<file path="config.mk">
export PLATFORM = sky130hd
export DESIGN_NAME = ex_muldiv_unit
export DESIGN_NICKNAME = d
export VERILOG_FILES = /design/src/rtl/muldiv_pkg.sv /design/src/rtl/muldiv_iter_core.sv /design/src/rtl/ex_muldiv_unit.sv
export SDC_FILE = /design/constraint.sdc
export NUM_CORES = 1
export LEC_CHECK = 0
export CORE_AREA = 2 2 263 265
export DETAILED_ROUTE_END_ITERATION = 8
export DIE_AREA = 0 0 265 267
export PLACE_DENSITY = 0.36
export REMOVE_ABC_BUFFERS = 1
export SETUP_SLACK_MARGIN = 0.3
export SYNTH_ARGS = -nofsm -noshare
export SYNTH_HDL_FRONTEND = slang
export SYNTH_SLANG_ARGS = --single-unit
</file>
<file path="constraint.sdc">
create_clock -name clk -period 7.51 [get_ports clk]
set_clock_uncertainty 0.15 [all_clocks]
set_input_delay 0.751 -clock clk [delete_from_list [all_inputs] [get_ports clk]]
set_output_delay 0.751 -clock clk [all_outputs]
set_load 0.02 [all_outputs]
</file>
<file path="src/rtl/muldiv_pkg.sv">
// Shared encodings and FSM state type for the RV32M multiply/divide unit.
package muldiv_pkg;

   localparam logic [6:0] OPC_OP    = 7'b0110011;
   localparam logic [6:0] F7_MULDIV = 7'b0000001;

   localparam logic [2:0] F3_MUL    = 3'b000;
   localparam logic [2:0] F3_MULH   = 3'b001;
   localparam logic [2:0] F3_MULHSU = 3'b010;
   localparam logic [2:0] F3_MULHU  = 3'b011;
   localparam logic [2:0] F3_DIV    = 3'b100;
   localparam logic [2:0] F3_DIVU   = 3'b101;
   localparam logic [2:0] F3_REM    = 3'b110;
   localparam logic [2:0] F3_REMU   = 3'b111;

   typedef enum logic [1:0] {
      IDLE = 2'd0,
      CALC = 2'd1,
      DONE = 2'd2
   } md_state_e;

endpackage

</file>
<file path="src/rtl/muldiv_iter_core.sv">
// Shared 64-bit accumulator for shift-add multiply and restoring divide on
// unsigned magnitudes; one bit per step, 5-bit counter running 31 down to 0.
module muldiv_iter_core
   import muldiv_pkg::*;
(
   input  logic        clk,
   input  logic        rst_n,
   input  logic        load_i,
   input  logic        step_i,
   input  logic        div_i,
   input  logic [31:0] a_i,
   input  logic [31:0] b_i,
   output logic [63:0] acc_nxt_o,
   output logic        last_o
);

   logic [63:0] acc_q, acc_d;
   logic [31:0] b_q, b_d;
   logic [4:0]  cnt_q, cnt_d;
   logic        div_q, div_d;
   logic [32:0] sum;
   logic [32:0] diff;

   always_comb begin
      acc_d = acc_q;
      b_d   = b_q;
      cnt_d = cnt_q;
      div_d = div_q;
      sum   = {1'b0, acc_q[63:32]} + {1'b0, b_q};
      diff  = acc_q[63:31] - {1'b0, b_q};
      if (load_i) begin
         acc_d = {32'd0, a_i};
         b_d   = b_i;
         cnt_d = 5'd31;
         div_d = div_i;
      end else if (step_i) begin
         if (div_q) begin
            // Upper half holds the partial remainder, lower half shifts in quotient bits.
            if (!diff[32]) acc_d = {diff[31:0], acc_q[30:0], 1'b1};
            else           acc_d = {acc_q[62:0], 1'b0};
         end else begin
            if (acc_q[0]) acc_d = {sum, acc_q[31:1]};
            else          acc_d = {1'b0, acc_q[63:32], acc_q[31:1]};
         end
         if (cnt_q != 5'd0) cnt_d = cnt_q - 5'd1;
      end
   end

   always_ff @(posedge clk or negedge rst_n) begin
      if (!rst_n) begin
         acc_q <= '0;
         b_q   <= '0;
         cnt_q <= '0;
         div_q <= 1'b0;
      end else begin
         acc_q <= acc_d;
         b_q   <= b_d;
         cnt_q <= cnt_d;
         div_q <= div_d;
      end
   end

   assign acc_nxt_o = acc_d;
   assign last_o    = (cnt_q == 5'd0);

endmodule

</file>
<file path="src/rtl/ex_muldiv_unit.sv">
// Execute-stage RV32M multiply/divide unit: FSM, sign handling, fast paths, result register.
// Optional MULDIV_FAST_MUL_EN: single-cycle multiply instead of the 32-step iteration.
module ex_muldiv_unit
   import muldiv_pkg::*;
#(
   parameter int XLEN = 32
) (
   input  logic            clk,
   input  logic            rst_n,
   input  logic [XLEN-1:0] ex_op1,
   input  logic [XLEN-1:0] ex_op2,
   input  logic [6:0]      ex_opcode,
   input  logic [6:0]      ex_func7,
   input  logic [2:0]      ex_func3,
   input  logic            ex_flush,
   input  logic            pipe_hold,
   output logic            md_stall,
   output logic            md_valid,
   output logic [XLEN-1:0] md_result
);

   md_state_e   state_q, state_d;
   logic        is_md, is_div, sgn_a, sgn_b, neg_a, neg_b;
   logic        div_zero, div_ovf, fast_mul, fast_path, capture;
   logic [31:0] abs_a, abs_b, div_fast_res, fast_res;
   logic [2:0]  f3_q;
   logic        res_neg_q, rem_neg_q, valid_q;
   logic [31:0] result_q, result_d;
   logic        core_load, core_step, core_last;
   logic [63:0] core_acc, prod;
   logic [31:0] quo, rem, iter_res;

   assign is_md  = (ex_opcode == OPC_OP) && (ex_func7 == F7_MULDIV);
   assign is_div = ex_func3[2];
   assign sgn_a  = is_div ? ~ex_func3[0] : ((ex_func3 == F3_MULH) || (ex_func3 == F3_MULHSU));
   assign sgn_b  = is_div ? ~ex_func3[0] : (ex_func3 == F3_MULH);
   assign neg_a  = sgn_a & ex_op1[31];
   assign neg_b  = sgn_b & ex_op2[31];
   assign abs_a  = neg_a ? (32'd0 - ex_op1) : ex_op1;
   assign abs_b  = neg_b ? (32'd0 - ex_op2) : ex_op2;

   assign div_zero = is_div && (ex_op2 == 32'd0);
   assign div_ovf  = ((ex_func3 == F3_DIV) || (ex_func3 == F3_REM)) &&
                     (ex_op1 == 32'h8000_0000) && (ex_op2 == 32'hFFFF_FFFF);
   assign div_fast_res = div_zero ? (ex_func3[1] ? ex_op1 : 32'hFFFF_FFFF)
                                  : (ex_func3[1] ? 32'd0  : 32'h8000_0000);

`ifdef MULDIV_FAST_MUL_EN
   logic signed [63:0] fa, fb, fprod;
   assign fa       = {{32{neg_a}}, ex_op1};
   assign fb       = {{32{neg_b}}, ex_op2};
   assign fprod    = fa * fb;
   assign fast_mul = ~is_div;
   assign fast_res = is_div ? div_fast_res
                            : ((ex_func3 == F3_MUL) ? fprod[31:0] : fprod[63:32]);
`else
   assign fast_mul = 1'b0;
   assign fast_res = div_fast_res;
`endif

   assign fast_path = div_zero | div_ovf | fast_mul;

   // Final sign fix-up uses the core's next accumulator so the result lands on entry to DONE.
   assign prod     = res_neg_q ? (64'd0 - core_acc) : core_acc;
   assign quo      = res_neg_q ? (32'd0 - core_acc[31:0]) : core_acc[31:0];
   assign rem      = rem_neg_q ? (32'd0 - core_acc[63:32]) : core_acc[63:32];
   assign iter_res = f3_q[2] ? (f3_q[1] ? rem : quo)
                             : ((f3_q == F3_MUL) ? prod[31:0] : prod[63:32]);

   always_ff @(posedge clk or negedge rst_n) begin
      if (!rst_n) state_q <= IDLE;
      else        state_q <= state_d;
   end

   always_comb begin
      state_d = state_q;
      case (state_q)
         IDLE: if (is_md && !ex_flush) state_d = fast_path ? DONE : CALC;
         CALC: begin
            if (ex_flush)       state_d = IDLE;
            else if (core_last) state_d = DONE;
         end
         DONE: if (ex_flush || !pipe_hold) state_d = IDLE;
         default: state_d = IDLE;
      endcase
   end

   always_comb begin
      capture   = (state_q == IDLE) && is_md && !ex_flush;
      core_load = capture && !fast_path;
      core_step = (state_q == CALC);
      md_stall  = rst_n && is_md && !ex_flush && ((state_q == IDLE) || (state_q == CALC));
      result_d  = result_q;
      if (capture && fast_path)
         result_d = fast_res;
      else if ((state_q == CALC) && core_last && !ex_flush)
         result_d = iter_res;
   end

   always_ff @(posedge clk or negedge rst_n) begin
      if (!rst_n) begin
         f3_q      <= '0;
         res_neg_q <= 1'b0;
         rem_neg_q <= 1'b0;
         result_q  <= '0;
         valid_q   <= 1'b0;
      end else begin
         if (capture) begin
            f3_q      <= ex_func3;
            res_neg_q <= neg_a ^ neg_b;
            rem_neg_q <= neg_a;
         end
         result_q <= result_d;
         valid_q  <= (state_d == DONE);
      end
   end

   muldiv_iter_core u_core (
      .clk       (clk),
      .rst_n     (rst_n),
      .load_i    (core_load),
      .step_i    (core_step),
      .div_i     (is_div),
      .a_i       (abs_a),
      .b_i       (abs_b),
      .acc_nxt_o (core_acc),
      .last_o    (core_last)
   );

   assign md_valid  = valid_q;
   assign md_result = result_q;

endmodule

</file>
==> flow_metrics.env <==
export IMPL_finish_utilization_pct=29.0
export IMPL_design_die_area_mm2=0.0708
export IMPL_number_of_global_route_vias_before_repair=18500
export IMPL_synth_area_leaders="sky130_fd_sc_hd__dfrtp_1 (21%), sky130_fd_sc_hd__o21ai_0 (6.5%), sky130_fd_sc_hd__nand2_1 (6.0%)"
export IMPL_drc=0
export IMPL_max_cap_viol_count=0
export IMPL_post_synth_top_count_cell="sky130_fd_sc_hd__nand2_1"
export IMPL_synthesis_area_mm2=0.0169
export IMPL_detail_route_first_pass_iterations=5
export IMPL_peak_freq_ghz=0.149
export IMPL_area_growth_synth_to_final_pct=16.8
export IMPL_path_class="register to register"
export IMPL_power_density_mw_per_mm2=139
export IMPL_insertedDiodeCount=0
export IMPL_replace_congestion=0.872
export IMPL_yosys_cell_types_count=111
export IMPL_worst_slew_pin_transition_ns=1.22
export IMPL_synth_ff_latch_count=142
export IMPL_maxSlewViolCount=0
export IMPL_design_core_area_mm2=0.0680
export IMPL_row_count=96
export IMPL_dpl_hpwl_um=67700
export IMPL_drt_iter0_markers=1443
export IMPL_post_cts_setup_buffers=0
export IMPL_synth_compound_area_share_pct=30.1
export IMPL_synthTopCellsByCount="sky130_fd_sc_hd__nand2_1 (269), sky130_fd_sc_hd__o21ai_0 (220), sky130_fd_sc_hd__a21oi_1 (174)"
export IMPL_final_setup_viol_count=0
export IMPL_period_share_pct=89.3
export IMPL_synth_xor_xnor_area_share_pct=8.67
export IMPL_worstPathRequired_ns=7.74
export IMPL_slew_limit_headroom_pct=18.6
export IMPL_use_met2_pct=39.9
export IMPL_synthSimpleGateAreaFrac_pct=25.2
export IMPL_timing_setup_tns_ns=0
export IMPL_initial_core_util_pct=24.8
export IMPL_tritoncts="built"
export IMPL_post_synth_top_area_cell="sky130_fd_sc_hd__dfrtp_1"
export IMPL_die_y_um=267
export IMPL_synth_warnings=0
export IMPL_track_usage_pct=24.0
export IMPL_clk_latency_ns=0.50
export IMPL_place_port_buffers=118
export IMPL_synth_largest_type_area_fraction_pct=21.1
export IMPL_cts_htree_levels=4
export IMPL_clk_tree_root_cell="sky130_fd_sc_hd__clkbuf_16"
export IMPL_cts_sink_count=142
export IMPL_finalHoldViolCount=0
export IMPL_fin_worst_hold_slack_ns=0.359
export IMPL_synth_mux_area_fraction_pct=3.83
export IMPL_drt_antenna_violating_nets=0
export IMPL_routed_wl_um=85300
export IMPL_final_nets=2521
export IMPL_cts_made_buffers=17
export IMPL_worstPathMaxFanout=7
export IMPL_ioPinCount=119
export IMPL_number_of_antenna_violations_at_the_first_check_in_global_routing=0
export IMPL_end_kind="register"
export IMPL_ir_worst_vdd_v=0.000169
export IMPL_path_clk_slew_ns=0.07
export IMPL_grt_max_degree=73
export IMPL_grt_first_pass_wirelength_um=126000
export IMPL_synth_top_family_by_area="compound AO/OA/AOI/OAI gates"
export IMPL_cp_arrival_ns=6.94
export IMPL_global_route_usage_met1_pct=31.5
export IMPL_async_reset_ff_share_pct=100
export IMPL_status="finished, final reports clean"
export IMPL_overflow_after_grt=0
export IMPL_synth_adder_area_share_pct=5.50
export IMPL_netlist_instances=2292
export IMPL_floorplan_die_width_um=265
export IMPL_critPathLaunchType="register"
export IMPL_routedWlPerCell_um=26.2
export IMPL_min_path_type="register to register"
export IMPL_route_vias_total=18500
export IMPL_postSynthAreaPerCell_um2=7.36
export IMPL_synth_edf_count=0
export IMPL_grt_util_met3_pct=2.59
export IMPL_cellLeakagePower_nw=7.75
export IMPL_drt_vias_per_instance=5.69
export IMPL_drive_above_1_share_pct=8.04
export IMPL_ys_seq_area_share_pct=21.1
export IMPL_ys_dominant_reg_cell="sky130_fd_sc_hd__dfrtp_1"
export IMPL_rsz0062_at_grt="false"
export IMPL_most_used_routing_layer="met2"
export IMPL_cts_root_to_sink_buffers=2
export IMPL_final_min_clock_period_ns=6.71
area by class of cell:
cell class	count	area, µm²
flip-flops and latches	142	3560
inverters	89	334
multi-input cells	1923	12400
well taps	882	1100
fillers	7449	48300
clock inverters	13	133
clock buffers	18	439
repair buffers	190	1730
cell families after synthesis:
kind of cell | Yosys count
adders and majority gates | 73
and+or+nand+nor | 841
DFF | 142
AOI/OAI and AO/OA | 779
buffers and inverters | 227
xor gates and xnor gates | 167
muxes | 63
layer usage:
metal | up-vias | share of wire (%) | routed length (µm)
li1 | 8678 | - | -
met1 | 9128 | 45 | 38500
met2 | 587 | 47 | 39900
met3 | 139 | 3.8 | 3260
met4 | 0 | 4.3 | 3630
met5 | - | 0 | 0
report_power, final:
part           switching (mW)  total [mW]  internal [mW]
clock network           0.419       0.887          0.468
logic                   0.620       0.976          0.356
registers              0.0677       0.873          0.806
total                    1.11        2.74           1.63
final timing paths:
check | start | to | slack [ns] | depth (start not counted)
max | u_core.acc_q[31] | md_result[24] | 0.80 | 22
min | md_result[3] | md_result[3] | 0.36 | 2
max reg2reg | u_core.acc_q[31] | md_result[24] | 0.80 | 22
min reg2reg | md_result[3] | md_result[3] | 0.36 | 2
max in group asynchronous | rst_n | md_result[23] | 5.04 | 4
min in group asynchronous | rst_n | u_core.acc_q[13] | 0.56 | 2
timing repair:
| item | 4_1_cts | 5_1_grt |
|---|---|---|
| hold buffers | 1 | 0 |
| gates resized for setup | 0 | 0 |
| endpoints found under the hold margin | 22 | 0 |
cell usage in the layout, fill, tap and decap left out, drive strengths merged, types with 13 or more instances in the layout:
| master | netlist | final |
|---|---|---|
| xor2 | 72 | 72 |
| nand4 | 46 | 46 |
| xnor2 | 95 | 95 |
| and3 | 21 | 21 |
| nand2 | 269 | 269 |
| mux2i | 51 | 51 |
| and2 | 23 | 23 |
| nor4 | 34 | 34 |
| clkdlybuf4s50 | 0 | 117 |
| dfrtp | 142 | 142 |
| o21ai | 245 | 245 |
| o21a | 24 | 24 |
| clkbuf | 97 | 18 |
| or4 | 16 | 16 |
| ha | 71 | 71 |
| o211ai | 30 | 30 |
| or2 | 24 | 24 |
| nor2b | 13 | 13 |
| a211oi | 14 | 14 |
| a31oi | 45 | 45 |
| inv | 87 | 91 |
| nand2b | 25 | 25 |
| a21o | 37 | 37 |
| buf | 39 | 72 |
| nand3 | 81 | 81 |
| a21oi | 176 | 176 |
| or3 | 27 | 27 |
| nor3 | 62 | 62 |
| o221ai | 19 | 19 |
| nor2 | 158 | 158 |
| o31ai | 31 | 31 |
per-stage QoR:
stage | area (µm²) | std cells | total power, mW | setup slack (ns)
after global placement | 19100 | 3225 | 1.85 | 0.671
after detailed placement | 19100 | 3225 | 1.85 | 0.571
after global routing | 19700 | 3257 | 2.88 | 0.512
after floorplan | 16300 | 2154 | 1.44 | 0.137
after CTS | 19700 | 3257 | 2.75 | 0.864
final | 19700 | 3257 | 2.74 | 0.802
state kept, by name (all words and copies together) (netlist names):
name / flops
res_neg_q: 1
f3_q: 3
md_result: 32
rem_neg_q: 1
u_core.acc_q: 64
u_core.div_q: 1
state_q: 2
md_valid: 1
u_core.b_q: 32
u_core.cnt_q: 5
critical path: stages, from the launching register on:
cell	delay [ns]
sky130_fd_sc_hd__dfrtp_1	0.38
sky130_fd_sc_hd__inv_1	0.12
sky130_fd_sc_hd__ha_1	0.23
sky130_fd_sc_hd__fa_1	0.40
sky130_fd_sc_hd__nand2b_1	0.18
sky130_fd_sc_hd__a21oi_1	0.48
sky130_fd_sc_hd__o21ai_1	0.35
sky130_fd_sc_hd__a211o_1	0.52
sky130_fd_sc_hd__a41oi_1	0.74
sky130_fd_sc_hd__a211oi_1	0.17
sky130_fd_sc_hd__a211oi_1	0.22
sky130_fd_sc_hd__a21oi_1	0.14
sky130_fd_sc_hd__ha_1	0.28
sky130_fd_sc_hd__and4_1	0.21
sky130_fd_sc_hd__o2111a_1	0.18
sky130_fd_sc_hd__o21ai_1	0.33
sky130_fd_sc_hd__nor2_1	0.13
sky130_fd_sc_hd__nand2_1	0.34
sky130_fd_sc_hd__nand2_1	0.27
sky130_fd_sc_hd__mux2_2	0.36
sky130_fd_sc_hd__o221ai_1	0.18
sky130_fd_sc_hd__a311o_1	0.15
sky130_fd_sc_hd__a21oi_1	0.07
(Power assumes the default switching activity.)
